**config.mk**
```make
export PLATFORM = sky130hd
export DESIGN_NAME = regfile_param
export DESIGN_NICKNAME = d
export VERILOG_FILES = /design/src/rtl/regfile_param.sv
export SDC_FILE = /design/constraint.sdc
export NUM_CORES = 2
export LEC_CHECK = 0
export BUFFER_PORTS_ARGS = -buffer_cell sky130_fd_sc_hd__buf_4
export CAP_MARGIN = 20
export CORE_MARGIN = 3
export CORE_UTILIZATION = 57
export DETAILED_ROUTE_END_ITERATION = 16
export HOLD_SLACK_MARGIN = 0.12
export PLACE_DENSITY = 0.76
export RECOVER_POWER = 50
export SLEW_MARGIN = 20
export SYNTH_ARGS = -nofsm -noshare
export SYNTH_HDL_FRONTEND = slang
export SYNTH_SLANG_ARGS = --single-unit
```
**constraint.sdc**
```tcl
create_clock -name clk -period 2.85 [get_ports clk]
set_input_delay 0.57 -clock clk [delete_from_list [all_inputs] [get_ports clk]]
set_output_delay 0.57 -clock clk [all_outputs]
set_load 0.02 [all_outputs]
```
**src/rtl/regfile_param.sv**
```systemverilog
// Parametrised 2R/1W register file with optional x0 hardwiring, write-to-read
// bypass and a one-entry-per-cycle clear sequencer.
module regfile_param #(
  parameter int unsigned DATA_W   = 32,
  parameter int unsigned ADDR_W   = 5,
  parameter int unsigned ZERO_REG = 1,
  parameter int unsigned BYPASS   = 1
) (
  input  logic              clk,
  input  logic              reset_n,
  input  logic              we,
  input  logic [ADDR_W-1:0] waddr,
  input  logic [DATA_W-1:0] wdata,
  input  logic [ADDR_W-1:0] raddr_a,
  input  logic [ADDR_W-1:0] raddr_b,
  output logic [DATA_W-1:0] rdata_a,
  output logic [DATA_W-1:0] rdata_b,
  input  logic              clr_req,
  output logic              clr_busy,
  output logic              clr_done
);

  localparam int unsigned DEPTH = 2 ** ADDR_W;
  localparam logic [ADDR_W-1:0] LAST_IDX = ADDR_W'(DEPTH - 1);

  typedef enum logic {
    IDLE,
    CLEAR
  } state_t;

  state_t            state;
  logic [ADDR_W-1:0] idx;
  logic [DATA_W-1:0] mem [DEPTH];
  logic              wr_eff;

  // A write takes effect only in IDLE and never lands on a hardwired x0.
  assign wr_eff = we && (state == IDLE) && !((ZERO_REG != 0) && (waddr == '0));

  function automatic logic [DATA_W-1:0] read_port(
    input logic [ADDR_W-1:0] ra,
    input logic [DATA_W-1:0] stored,
    input logic              wr_act,
    input logic [ADDR_W-1:0] wa,
    input logic [DATA_W-1:0] wd
  );
    if ((ZERO_REG != 0) && (ra == '0)) begin
      return '0;
    end else if ((BYPASS != 0) && wr_act && (wa == ra)) begin
      return wd;
    end else begin
      return stored;
    end
  endfunction

  assign rdata_a = read_port(raddr_a, mem[raddr_a], wr_eff, waddr, wdata);
  assign rdata_b = read_port(raddr_b, mem[raddr_b], wr_eff, waddr, wdata);

  // Array storage, clear sweep sequencing and status flags.
  always_ff @(posedge clk or negedge reset_n) begin
    if (!reset_n) begin
      for (int unsigned i = 0; i < DEPTH; i++) begin
        mem[ADDR_W'(i)] <= '0;
      end
      state    <= IDLE;
      idx      <= '0;
      clr_busy <= 1'b0;
      clr_done <= 1'b0;
    end else begin
      clr_done <= 1'b0;
      case (state)
        IDLE: begin
          if (wr_eff) begin
            mem[waddr] <= wdata;
          end
          if (clr_req) begin
            state    <= CLEAR;
            idx      <= '0;
            clr_busy <= 1'b1;
          end
        end
        CLEAR: begin
          mem[idx] <= '0;
          if (idx == LAST_IDX) begin
            state    <= IDLE;
            idx      <= '0;
            clr_busy <= 1'b0;
            clr_done <= 1'b1;
          end else begin
            idx <= idx + ADDR_W'(1);
          end
        end
        default: begin
          state    <= IDLE;
          idx      <= '0;
          clr_busy <= 1'b0;
        end
      endcase
    end
  end

endmodule
```
==> qor.csv <==
metric,value,unit
status,finished with violations,
violations,"max-capacitance violations, max-slew violations, negative setup slack",
cp_data_arrival_time,2.72,ns
fin_nets,4679,
cp.buffers_inverters,5,
yosys.area.top_type_share,47.8,%
synth_top_cell_by_area,dfrtp_1,
fmax,0.304,GHz
seq_area_frac_synth,47.8,%
crit_chain,buf_8 > or3_4 > o311ai_4 > buf_6 > o31ai_4 > buf_6 > buf_6 > a211oi_4 > a221o_1 > buf_6,
first_pass_iters,9,
power_frac_seq,40.8,%
dieArea,98500,µm²
track_usage,47.3,%
fin_ws,-0.440,ns
switching_share,32.6,%
htree_levels,3,
syn2layout_area_growth,29.0,%
ir_drop,582,µV
final_util,74.4,%
hold_class,in2reg,
r2r_slack,0.20,ns
relSlewSlack,-14.3,%
synth.distinct_cells,59,
clock-sinks,1032,
tns,-19.48,ns
max-clock-path-buffers,3,
start_util,57.7,%
synth_area_per_cell,12.9,µm²
synth_edf_count,0,
row_count,112,
skew,0.0321,ns
end_kind,primary output,
grt_max_degree,99,
fin_crit_sh,115,%
slowest_delay,0.42,ns
cp-start-kind,primary input,
period_needed,3.29,ns
drt_iter0_markers,8524,
synth_common_cells,"1032 x dfrtp_1, 1008 x a22o_1, 403 x clkbuf_1",
grt_antenna_before_repair,12,
core,93600,µm²
leakagePower,31.4,nW
p_per_area,666,nW/µm²
drt_wl_total,237000,µm
required,2.28,ns
dp.final_hpwl,136000,µm
gr-total-overflow,0,
dp.cells,5594,
cts_buffers,108,
cts-root-buf,clkbuf_16,
vias,49100,
pre_cts_ws,-1.12,ns
synthTopCellsByArea,"dfrtp_1 48%, a22o_1 16%, mux4_2 14%",
critical_path.top_delay_family,compound AO/OA/AOI/OAI gates,
cp_slowest_cell,a211oi_4,
syn-num-nets,4253,
synth_seq_cells,1032,
intPower,31.3,mW
power_frac_comb,27.6,%
drtAntennaViolNets,0,
drc,0,
ys.flop_type,dfrtp_1,
yosysMostFrequentCell,dfrtp_1,
slew_viol_final,53,
ys_warn_count,0,
clkPwrFrac,31.6,%
wire_per_inst,39.6,µm
synth_async_sr_flop_share,100,%
power_switching,15.1,mW
io_pins,117,
cpMostUsedCell,buf_6,
grt_pass1_vias,50000,
netlist_instances,4197,
clk_pin_slew_worst_paths,0.06,ns
drive_gt1_share,40.3,%
final_cells,5981,
die_w,314,µm
worst_pin_slew,1.71,ns
cap_violations,1,
crit_path_max_fanout,3,
buffer_ports.inserted,116,
clock_latency,0.73,ns
routed_via_density,8.20,
grt_pass1_wl,340000,µm
rsz0062_at_grt,yes,
setup_viol,64,
cts_tree,yes,
gp_congestion,1.00,
synth_area,54000,µm²
die_h,314,µm
worstSetupPathType,in2out,
final_hold_viol_count,0,
logic make-up (layout without fill, tap and decap cells):
group | after synthesis | count (layout) | synth area share [%]
other | 0 | 13 | 0
buffers and inverters | 562 | 1079 | 4.33
flip-flops | 1032 | 1032 | 47.8
multiplexers | 665 | 665 | 20.4
XOR/XNOR | 12 | 12 | 0.195
AO/OA/AOI/OAI | 1541 | 1541 | 23.3
AND/OR/NAND/NOR | 380 | 380 | 3.81
adder cells (fa/ha/maj) | 5 | 5 | 0.116
per-stage QoR:
| stage | power, mW | instance area, µm² | hold slack [ns] |
|---|---|---|---|
| 2_1_floorplan | 24.6 | 54100 | 0.274 |
| 3_3_place_gp | 29.1 | 60900 | 0.490 |
| 3_5_place_dp | 29.5 | 60900 | 0.492 |
| 4_1_cts | 45.1 | 69000 | 0.354 |
| 5_1_grt | 47.3 | 69600 | 0.372 |
| 6_report | 46.4 | 69700 | 0.373 |
power groups by stage:
stage	Sequential [mW]	Combinational, mW	Clock, mW
after floorplan	18.3	6.34	0
after global placement	18.9	10.3	0
after detailed placement	19.0	10.5	0
after CTS	18.7	11.9	14.5
after global routing	19.1	13.0	15.2
final	19.0	12.8	14.6
sequential cells by signal, summed over array words and instances (netlist names):
name	flops
clr_busy	1
clr_done	1
idx	5
mem	1024
state	1
cell type report:
type / count / area (µm²)
multi-input combinational: 2603 / 29200
sequential: 1032 / 25800
fill: 5377 / 24000
timing repair buffer: 870 / 9380
clock buffer: 158 / 3190
tap: 1254 / 1570
clock inverter: 43 / 428
antenna: 13 / 32.5
inverter: 8 / 30.0
metal layers:
metal,part of all wire (%),vias up,global-route usage [%]
met4,9.5,12,33.8
met3,19,1772,25.1
li1,-,17800,-
met1,31,24000,57.9
met5,0.13,-,2.57
met2,40,5522,63.4
layout by cell type, fill, tap and decap left out, drive strengths merged, types with 7 or more instances in the layout:
cell / n
dfrtp: 1032
a22o: 1008
buf: 832
mux4: 340
mux2i: 226
clkbuf: 183
o22ai: 115
mux2: 99
nor2: 96
a22oi: 85
o21ai: 63
a21oi: 57
nand2: 52
a221oi: 51
nor3: 45
and2: 40
a211oi: 39
nor2b: 31
nand2b: 31
clkinv: 28
nor4: 28
a221o: 26
o211ai: 19
nor3b: 19
o31ai: 16
a2111oi: 14
diode: 13
xnor2: 12
a31oi: 12
bufbuf: 11
o21bai: 10
inv: 10
and3: 7
bufinv: 7
worst paths after layout:
check,start,to,cells past startpoint
setup / recovery,waddr[4],rdata_a[12],10
hold / removal,wdata[15],mem[15],2
setup reg to reg,idx[0],mem[745],6
hold reg to reg,mem[1019],mem[1019],1
max in group asynchronous,reset_n,mem[88],4
min in group asynchronous,reset_n,mem[987],2
timing repair:
| action | CTS | global route |
|---|---|---|
| hold buffers | 2 | 0 |
| cloned | 18 | 0 |
| pin swaps | 174 | 84 |
| resized for setup | 565 | 96 |
| hold endpoints to repair | 42 | 0 |
| endpoints found under the setup margin | 64 | 64 |
| buffers inserted | 157 | 39 |
Power figures use the tool's default switching activity.
